[config.mk]
export PLATFORM = sky130hd
export DESIGN_NAME = rst_release_seq
export DESIGN_NICKNAME = d
export VERILOG_FILES = /design/src/rtl/rst_release_seq.sv
export SDC_FILE = /design/constraint.sdc
export NUM_CORES = 1
export LEC_CHECK = 0
export ABC_AREA = 0
export CAP_MARGIN = 20
export CORE_ASPECT_RATIO = 0.75
export CORE_MARGIN = 4
export CORE_UTILIZATION = 54
export CTS_BUF_LIST = sky130_fd_sc_hd__clkbuf_16
export DETAILED_ROUTE_END_ITERATION = 7
export GPL_TIMING_DRIVEN = 1
export PLACE_DENSITY = 0.8
export SLEW_MARGIN = 20
export SYNTH_ARGS = -nofsm -noshare
export SYNTH_HDL_FRONTEND = slang
export SYNTH_SLANG_ARGS = --single-unit
[constraint.sdc]
create_clock -name clkIn -period 3.9 [get_ports clkIn]
set_input_delay 0.78 -clock clkIn [delete_from_list [all_inputs] [get_ports clkIn]]
set_output_delay 0.78 -clock clkIn [all_outputs]
set_load 0.1 [all_outputs]
[src/rtl/rst_release_seq.sv]
`timescale 1ns/1ps
// ----------------------------------------------------------------------------
// rst_release_seq
//
// Reset release sequencer for the 250 MHz parser/book-builder domain.
// Each raw MMCM lock indication is brought into clkIn through its own
// synchronizer. The three downstream stage resets stay asserted until both
// synchronized locks have been high for STABLE_CYCLES consecutive cycles.
// The stages are then released in order: rx handoff, then parsers, then
// book builder, with STAGGER_CYCLES between releases. Any loss of lock once
// the release has started re-asserts every stage reset on the next edge.
//
// Optional feature macro: RST_SEQ_LOSS_CNT_EN
//   defined     -> 8-bit saturating lock-loss event counter on lossCntOut
//   not defined -> no counter logic; lossCntOut is tied to 8'd0
//
// Parameters:
//   STABLE_CYCLES  consecutive locked cycles before the first release (>= 1)
//   STAGGER_CYCLES cycles between successive releases (>= 1)
//   SYNC_DEPTH     flop depth of each lock synchronizer (>= 2)
//
// Ports:
//   clkIn          250 MHz clock
//   rstIn          synchronous active-high reset
//   mmcm0LockedIn  raw MMCM0 locked, asynchronous to clkIn
//   mmcm1LockedIn  raw MMCM1 locked, asynchronous to clkIn
//   rstRxOut       active-high reset, rx handoff stage
//   rstParseOut    active-high reset, parsers
//   rstBookOut     active-high reset, book builder
//   allLockedOut   AND of both synchronized locks
//   stateOut       current FSM state encoding
//   lossCntOut     saturating lock-loss event count
// ----------------------------------------------------------------------------
module rst_release_seq #(
    parameter int STABLE_CYCLES  = 1024,
    parameter int STAGGER_CYCLES = 16,
    parameter int SYNC_DEPTH     = 3
) (
    input  logic       clkIn,
    input  logic       rstIn,
    input  logic       mmcm0LockedIn,
    input  logic       mmcm1LockedIn,
    output logic       rstRxOut,
    output logic       rstParseOut,
    output logic       rstBookOut,
    output logic       allLockedOut,
    output logic [2:0] stateOut,
    output logic [7:0] lossCntOut
);

    localparam int MAX_CYCLES = (STABLE_CYCLES > STAGGER_CYCLES) ? STABLE_CYCLES : STAGGER_CYCLES;
    localparam int CNT_W      = $clog2(MAX_CYCLES) + 1;

    localparam logic [CNT_W-1:0] STABLE_LAST  = CNT_W'(STABLE_CYCLES - 1);
    localparam logic [CNT_W-1:0] STAGGER_LAST = CNT_W'(STAGGER_CYCLES - 1);
    localparam logic [CNT_W-1:0] CNT_ONE      = CNT_W'(1);

    typedef enum logic [2:0] {
        IDLE      = 3'd0,
        WAIT_LOCK = 3'd1,
        STABLE    = 3'd2,
        REL_RX    = 3'd3,
        REL_PARSE = 3'd4,
        RUN       = 3'd5
    } stateT;

    stateT            state;
    logic [CNT_W-1:0] cnt;
    logic [2:0]       stageRst;   // {rx, parse, book}, active-high

    logic [SYNC_DEPTH-1:0] lock0Sync;
    logic [SYNC_DEPTH-1:0] lock1Sync;
    logic                  lk;

    // Stage reset pattern for a given state: each stage is released once the
    // sequence has reached that stage's release state, and stays released
    // through every later state.
    function automatic logic [2:0] rstDecode(input stateT s);
        logic [2:0] r;
        r = 3'b111;
        case (s)
            REL_RX:    r = 3'b011;
            REL_PARSE: r = 3'b001;
            RUN:       r = 3'b000;
            default:   r = 3'b111;
        endcase
        return r;
    endfunction

    // Lock synchronizers: raw lock -> synced lock in SYNC_DEPTH edges.
    always_ff @(posedge clkIn) begin
        if (rstIn) begin
            lock0Sync <= '0;
            lock1Sync <= '0;
        end else begin
            lock0Sync <= {lock0Sync[SYNC_DEPTH-2:0], mmcm0LockedIn};
            lock1Sync <= {lock1Sync[SYNC_DEPTH-2:0], mmcm1LockedIn};
        end
    end

    assign lk = lock0Sync[SYNC_DEPTH-1] & lock1Sync[SYNC_DEPTH-1];

    // Sequencer FSM. Stage resets are registered from the next state so they
    // change on the same edge as the state. A lock drop is tested before the
    // terminal count so a drop on the terminal cycle wins.
    always_ff @(posedge clkIn) begin
        if (rstIn) begin
            state    <= IDLE;
            cnt      <= '0;
            stageRst <= 3'b111;
        end else begin
            case (state)
                IDLE: begin
                    state    <= WAIT_LOCK;
                    cnt      <= '0;
                    stageRst <= rstDecode(WAIT_LOCK);
                end
                WAIT_LOCK: begin
                    cnt <= '0;
                    if (lk) begin
                        state    <= STABLE;
                        stageRst <= rstDecode(STABLE);
                    end else begin
                        stageRst <= rstDecode(WAIT_LOCK);
                    end
                end
                STABLE: begin
                    if (!lk) begin
                        // Glitch before release: restart the qualification
                        // window without counting a loss.
                        state    <= WAIT_LOCK;
                        cnt      <= '0;
                        stageRst <= rstDecode(WAIT_LOCK);
                    end else if (cnt == STABLE_LAST) begin
                        state    <= REL_RX;
                        cnt      <= '0;
                        stageRst <= rstDecode(REL_RX);
                    end else begin
                        cnt <= cnt + CNT_ONE;
                    end
                end
                REL_RX: begin
                    if (!lk) begin
                        state    <= WAIT_LOCK;
                        cnt      <= '0;
                        stageRst <= rstDecode(WAIT_LOCK);
                    end else if (cnt == STAGGER_LAST) begin
                        state    <= REL_PARSE;
                        cnt      <= '0;
                        stageRst <= rstDecode(REL_PARSE);
                    end else begin
                        cnt <= cnt + CNT_ONE;
                    end
                end
                REL_PARSE: begin
                    if (!lk) begin
                        state    <= WAIT_LOCK;
                        cnt      <= '0;
                        stageRst <= rstDecode(WAIT_LOCK);
                    end else if (cnt == STAGGER_LAST) begin
                        state    <= RUN;
                        cnt      <= '0;
                        stageRst <= rstDecode(RUN);
                    end else begin
                        cnt <= cnt + CNT_ONE;
                    end
                end
                RUN: begin
                    cnt <= '0;
                    if (!lk) begin
                        state    <= WAIT_LOCK;
                        stageRst <= rstDecode(WAIT_LOCK);
                    end else begin
                        stageRst <= rstDecode(RUN);
                    end
                end
                default: begin
                    state    <= IDLE;
                    cnt      <= '0;
                    stageRst <= 3'b111;
                end
            endcase
        end
    end

`ifdef RST_SEQ_LOSS_CNT_EN
    logic [7:0] lossCnt;
    logic       lossEvent;

    function automatic logic [7:0] satInc(input logic [7:0] v);
        return (v == 8'hFF) ? v : v + 8'd1;
    endfunction

    // Only a drop after release has begun counts; drops while still
    // qualifying in STABLE are treated as glitches.
    assign lossEvent = !lk && ((state == REL_RX) || (state == REL_PARSE) || (state == RUN));

    always_ff @(posedge clkIn) begin
        if (rstIn) begin
            lossCnt <= 8'd0;
        end else if (lossEvent) begin
            lossCnt <= satInc(lossCnt);
        end
    end

    assign lossCntOut = lossCnt;
`else
    assign lossCntOut = 8'd0;
`endif

    assign rstRxOut     = stageRst[2];
    assign rstParseOut  = stageRst[1];
    assign rstBookOut   = stageRst[0];
    assign allLockedOut = lk;
    assign stateOut     = state;

endmodule

# Yosys cells after proc, flatten, opt, wreduce, memory -nomap -nowiden
# Index checks and enable logic that the tools add are counted.
# totals
ff_bits	23
latch_bits	0
ram_bits	0
mem_bits_ro	0
inputBits	4
output_inout_bits	15
elab_cells	44
memories	0
# op_classes
addsub	1
mul	0
div_mod_pow	0
order_cmp	0
n_eq_ne	12
n_shift	0
muxes	21
n_bitwise	1
reduce_logical	4
# op_table
operator	count
two-way mux 11 bit	4
two-way mux 3 bit	14
one-hot mux 11 bit (2 select lines)	1
one-hot mux 3 bit (6 select lines)	1
one-hot mux 3 bit (4 select lines)	1
adder 11 x 1 -> 11 bit (second input constant)	1
equality test 11 x 10 -> 1 bit (second input constant)	1
equality test 11 x 4 -> 1 bit (second input constant)	1
inequality test 3 bit (second input constant)	3
equality test 3 x 2 -> 1 bit (second input constant)	2
equality test 3 bit (second input constant)	2
AND reduction 5 bit	1
inequality test 2 bit (second input constant)	2
equality test 3 x 1 -> 1 bit (second input constant)	1
zero test 3 bit	1
AND reduction 3 bit	1
OR reduction 2 bit	1
AND 1 bit	1

# Depth between registers and ports, before layout
# Gate-level depths: netlist (run 1).
# depth
depth_word	4
mapped_depth	6
mapped_depth_nobuf	6

# Least setup slack after synthesis (run 1)
# No wires, ideal clock.
# synth_timing
path_kind	reg2reg
from	register state[0], in the netlist stateOut[0]
to	register stageRst[0]
setup_time_ps	114
t_arrival_ps	2221
slack_ps	1565
stages_incl_launch_ff	7
n_path_buf	1
period_less_slack_ps	2335
cell_sequence	dfxtp_1 -> buf_4 -> nor3b_1 -> a21oi_1 -> nor3_2 -> or4_1 -> a21o_1
# synth_via
elab_chain_cells	3
elab_cells_between_ends	9
# synth_rtl
element	line_no	rtl
start, declared	67	stateT state;
start signal, assigned	108	state <= IDLE;
start signal, assigned	114	state <= WAIT_LOCK;
start signal, assigned	121	state <= STABLE;
equality test 3 x 2 -> 1 bit / equality test 3 bit (equally long branches)	112	case (state)
inequality test 3 bit (no line)	-	
AND reduction 3 bit (no line)	-	
end signal, assigned	116	stageRst <= rstDecode(WAIT_LOCK);
end signal, assigned	122	stageRst <= rstDecode(STABLE);
end signal, assigned	124	stageRst <= rstDecode(WAIT_LOCK);
end, declared	69	logic [2:0] stageRst;
# Several ways; a longest one is shown, not always the timed one.
# A chain may end at the register's enable or synchronous reset.

# Final worst setup path (run 1)
# layout_timing
from	register lock0Sync[2]
to	output allLockedOut
# layout_via
elab_chain_cells	1
# layout_rtl
element	line_no	rtl
start, declared	71	logic [SYNC_DEPTH-1:0] lock0Sync;
start signal, assigned	96	lock0Sync <= {lock0Sync[SYNC_DEPTH-2:0], mmcm0LockedIn};
AND 1 bit	101	assign lk = lock0Sync[SYNC_DEPTH-1] & lock1Sync[SYNC_DEPTH-1];
end, declared	46	output logic allLockedOut,
# Every way passes these cells.

==> impl_metrics.tcl, run 1 <==
set metrics [dict create \
    run_status "complete, no violations" \
    worstPathCellList "nand2_1, inv_1, clkdlybuf4s50_1" \
    cts_hold_buffers 0 \
    antenna_found_initial 0 \
    post-cts-setup-buffers 0 \
    io_pins 19 \
    cpMaxStageDelayCell "clkdlybuf4s50_1" \
    synth-edff-count 0 \
    clock-sinks 23 \
    grt_usage 0.161 \
    netlist_instances 112 \
    layout_setup_ws_ps 1130 \
    ff2ff_setup_slack_ps 1910 \
    routabilityCongestion 0.785 \
    required_ps 3120 \
    r2r_start "cnt[0]" \
    min_path_cells 1 \
    clock_skew_ps 2.59 \
    cts_resized 0 \
    max_freq_mhz 361 \
    r2r_cells 6 \
    cp_top_family "buffers and inverters" \
    hold_violations 0 \
    first_global_vias 726 \
    p_clk_frac 0.435 \
    die_area_sq_um 2730 \
    antenna_left 0 \
    timing.hold.worst_endpoint "lock1Sync[1]" \
    numPortBuffers 10 \
    maxSlewViolCount 0 \
    grt_pass1_wl_mm 3.24 \
    crit_arrival_ps 1990 \
    post-route-period-util 0.710 \
    cts_tree "built" \
    yosys_warnings 0 \
    drive_gt1_frac 0.130 \
    power_frac_seq 0.473 \
    worstSetupEndpointType "primary output" \
    avgSynthCellArea_sq_um 9.43 \
    ys_async_sr_fraction 0 \
    diodes 0 \
    period_needed_ps 2770 \
    grt_max_degree 14 \
    synth-main-ff-cell "dfxtp_1" \
    drtIter0Drc 38 \
    dpl.hpwl_mm 1.32 \
    areaGrowthSynthToFinish_pct 15.0 \
    slew_headroom 0.345 \
    r2r_end "stageRst[0]" \
    wirelength_mm 1.89 \
    switchingPower_mw 0.126 \
    finalSetupViolCount 0 \
    yosysTopAreaCellShare 0.436 \
    n_fill_cell 153 \
    die_h_um 46.3 \
    cp_num_buf_inv 2 \
    power.total_mw 0.507 \
    ys_top_cells_by_area "dfxtp_1 (44%), buf_4 (7.1%), nor2_1 (5.3%)" \
    route.detailed.drc 0 \
    maxCapViolations 0 \
    rsz0062_at_grt "false" \
    synth-seq-cells 23 \
    dieWidth_um 59.1 \
    leakage_nw 0.433 \
    clkLatencyLatePin_ps 260 \
    combPwrFrac 0.092 \
    tightestPinTransition_ps 979 \
    final_common_cell "dfxtp_1" \
    layout_common_cells "dfxtp_1 (23), nor2_1 (15), clkdlybuf4s50_1 (10)" \
    vias 794 \
    htreeDepth 1 \
    p_int_mw 0.381 \
    synth_top_area_cell "dfxtp_1" \
    switching_share 0.248 \
    hp-start "lock1Sync[0]" \
    cts_buffers 3 \
    first_pass_iters 4 \
    overflow 0 \
    layout.nets 129 \
    routed_via_density 5.48 \
    syn_area_sq_um 1060 \
    clockBufferDepth 2 \
    crit_type "flip-flop to primary output" \
    synth-seq-area-share 0.436 \
    holdCritPathClass "flip-flop to flip-flop" \
    pre_cts_slack_ps 1430 \
    rows 13 \
    ys_types 36 \
    critPathMaxStageDelay_ps 1130 \
    cts_root_buffer "clkbuf_16" \
    clk_pin_slew_ps 60 \
    core_sq_um 1790 \
    power.density_nw_per_um2 417 \
    ir_drop_mv 0.465 \
    fin_setup_tns_ps 0 \
    path_max_fanout 8 \
    wl_per_cell_um 13.1 \
    startpoint_type "flip-flop" \
    initial_core_util 0.590 \
]
-- cell usage after synthesis, drive strengths merged (2+ instances only) --
library cell / count
a21oi: 5
and2b: 2
and4: 2
buf: 10
dfxtp: 23
nand2: 5
nand3: 5
nor2: 15
nor2b: 6
nor4: 3
o21ai: 4
or2: 2
or3: 3
xnor2: 5
xor2: 5
-- power groups by stage --
stage | Sequential, mW | Combinational [mW] | Clock [mW]
final | 0.240 | 0.0468 | 0.220
after global placement | 0.245 | 0.0462 | 0
after CTS | 0.240 | 0.0465 | 0.227
after floorplan | 0.248 | 0.0457 | 0
after global routing | 0.240 | 0.0480 | 0.235
after detailed placement | 0.245 | 0.0464 | 0
-- layout make-up --
class                   instances  area, sq um  share of cell area
well taps                      22         27.5              0.0227
flip-flops and latches         23          460               0.379
clock inverters                 1         5.00             0.00412
repair buffers                 10          100              0.0824
clock buffers                   3         75.1              0.0618
inverters                       1         3.75             0.00309
multi-input cells              85          543               0.447
-- per-stage QoR --
step,utilization,cell area [sq um],hold WS (ps),instances
global route,0.679,1210,452,145
detailed placement,0.634,1130,422,141
finish,0.679,1210,439,145
CTS,0.679,1210,437,145
floorplan,-,1080,414,119
global placement,0.634,1130,421,141
-- metal layers --
layer  wire length, um  track usage  vias to the layer above  part of all wire
met3               130       0.0588                        2             0.069
met4                 9       0.0407                        0            0.0048
met2               885        0.280                       31              0.47
li1                  -            -                      393                 -
met5                 0            0                        -                 0
met1               869        0.190                      368              0.46
-- sequential cells by signal, indices dropped and copies added (netlist names) --
signal     count
lock1Sync      3
stateOut       3
cnt           11
lock0Sync      3
stageRst       3
-- cell families after synthesis --
family / count (synthesis) / share of synthesized area
AND/OR/NAND/NOR: 52 / 0.293
flip-flops: 23 / 0.436
AO/OA/AOI/OAI: 14 / 0.0983
buffers and inverters: 11 / 0.0746
XOR/XNOR: 10 / 0.0829
adder cells (fa/ha/maj): 1 / 0.0118
other: 1 / 0.00355
-- worst reg2reg max path, cell delays in order, from the launching register on --
cell and delay, ps:
dfxtp_1 380, ha_1 250, nand3_4 120, and4bb_2 360, nor3_2 100, or4_1 490, a21o_1 190
-- how the worst max path moves through the flow --
| stage | endpoint | startpoint | cells past startpoint |
|---|---|---|---|
| floorplan | stageRst[0] | stateOut[0] | 6 |
| global placement | allLockedOut | lock0Sync[2] | 3 |
| detailed placement | allLockedOut | lock0Sync[2] | 3 |
| CTS | allLockedOut | lock0Sync[2] | 3 |
| global route | allLockedOut | lock0Sync[2] | 3 |
| finish | allLockedOut | lock0Sync[2] | 3 |
Note: power is estimated with default switching activity, not from simulation.
==> run 2: changes to the inputs <==
Settings changed: CORE_UTILIZATION 54 to 50, PLACE_DENSITY 0.8 to 0.75.
Clock period 3.9 ns to 2.9 ns, I/O delays scaled along.
==> impl_metrics.tcl, run 2 (same netlist as run 1, synthesis figures left out) <==
set metrics [dict create \
    timing.hold.worst_endpoint "lock1Sync[2]" \
    required_ps 3060 \
    hp-start "lock1Sync[1]" \
    ff2ff_setup_slack_ps 900 \
    numPortBuffers 10 \
    startpoint_type "flip-flop" \
    critPathMaxStageDelay_ps 490 \
    ir_drop_mv 0.423 \
    cts_tree "built" \
    drive_gt1_frac 0.187 \
    dieWidth_um 61.1 \
    grt_pass1_wl_mm 3.11 \
    combPwrFrac 0.090 \
    r2r_cells 6 \
    antenna_found_initial 0 \
    layout_common_cells "dfxtp_1 (23), nor2_1 (15), conb_1 (8)" \
    min_path_cells 1 \
    routed_via_density 5.20 \
    initial_core_util 0.524 \
    antenna_left 0 \
    cp_num_buf_inv 0 \
    regArea_sq_um 460 \
    switching_share 0.253 \
    power_frac_seq 0.469 \
    wirelength_mm 1.95 \
    switchingPower_mw 0.174 \
    clkLatencyLatePin_ps 260 \
    grt_usage 0.159 \
    cts_resized 0 \
    p_int_mw 0.514 \
    cts_buffers 3 \
    rows 14 \
    n_fill_cell 158 \
    worstPathCellList "ha_1, nand3_4, and4bb_2, nor3_2, or4_1, a21o_1" \
    crit_arrival_ps 2150 \
    wl_per_cell_um 13.3 \
    htreeDepth 1 \
    hold_violations 0 \
    die_area_sq_um 2920 \
    areaGrowthSynthToFinish_pct 13.9 \
    vias 765 \
    io_pins 19 \
    finalSetupViolCount 0 \
    dpl.hpwl_mm 1.37 \
    fin_setup_tns_ps 0 \
    crit_type "flip-flop to flip-flop" \
    clock-sinks 23 \
    p_clk_frac 0.441 \
    grt_max_degree 15 \
    rsz0062_at_grt "false" \
    cp_top_family "simple AND/OR/NAND/NOR gates" \
    power.total_mw 0.689 \
    cts_hold_buffers 0 \
    period_needed_ps 2000 \
    final_common_cell "dfxtp_1" \
    holdCritPathClass "flip-flop to flip-flop" \
    clockBufferDepth 2 \
    power.density_nw_per_um2 573 \
    post-cts-setup-buffers 0 \
    leakage_nw 0.435 \
    core_sq_um 2010 \
    maxCapViolations 0 \
    overflow 0 \
    largest_reg_flops 11 \
    route.detailed.drc 0 \
    maxSlewViolCount 0 \
    layout.nets 129 \
    cpMaxStageDelayCell "or4_1" \
    cts_root_buffer "clkbuf_16" \
    first_global_vias 664 \
    largest-register "cnt" \
    path_max_fanout 8 \
    drtIter0Drc 36 \
    run_status "complete, no violations" \
    clk_pin_slew_ps 60 \
    whs_ps 436 \
    first_pass_iters 4 \
    routabilityCongestion 0.862 \
    die_h_um 47.8 \
    worstSetupEndpointType "flip-flop" \
    diodes 0 \
    r2r_start "cnt[0]" \
    max_freq_mhz 501 \
    multi_input_area_sq_um 543 \
    clock_skew_ps 3.41 \
    r2r_end "stageRst[0]" \
    post-route-period-util 0.688 \
]
==> run 2: worst max-delay path by stage <==
stage,cells past startpoint,startpoint,to
after floorplan,6,stateOut[0],stageRst[0]
after global placement,4,rstIn,stageRst[1]
after detailed placement,4,rstIn,stageRst[1]
after CTS,6,cnt[0],stageRst[0]
after global routing,6,cnt[0],stageRst[0]
final,6,cnt[0],stageRst[0]
==> run 2: worst register-to-register path: cells and delay by family, from the launching register on <==
family	cells	cell delay (ps)
AO/OA/AOI/OAI	1	190
adder cells (fa/ha/maj)	1	250
flip-flops	1	370
AND/OR/NAND/NOR	4	1080
==> run 2: layout make-up <==
type                    count  share of cell area
multi-input cells          85               0.452
flip-flops and latches     23               0.383
repair buffers             10              0.0687
clock buffers               3              0.0624
well taps                  24              0.0250
clock inverters             1             0.00624
inverters                   1             0.00312
==> run 2: metal layers <==
layer | GRT usage | share of wire
met5 | 0 | 0
met4 | 0.104 | 0.028
met3 | 0.0566 | 0.068
met2 | 0.249 | 0.45
met1 | 0.187 | 0.45
==> run 2: metrics by stage <==
step / std cells / setup WS, ps / utilization / area [sq um]
CTS: 147 / 896 / 0.597 / 1200
finish: 147 / 904 / 0.597 / 1200
detailed placement: 143 / 827 / 0.556 / 1120
global route: 147 / 813 / 0.597 / 1200
global placement: 143 / 902 / 0.556 / 1120
floorplan: 119 / 565 / - / 1080
==> run 2: power groups by stage <==
stage / Combinational [mW] / Clock (mW) / Sequential, mW
2_1_floorplan: 0.0615 / 0 / 0.333
3_3_place_gp: 0.0617 / 0 / 0.329
3_5_place_dp: 0.0620 / 0 / 0.330
4_1_cts: 0.0622 / 0.313 / 0.323
5_1_grt: 0.0639 / 0.326 / 0.323
6_report: 0.0623 / 0.304 / 0.323
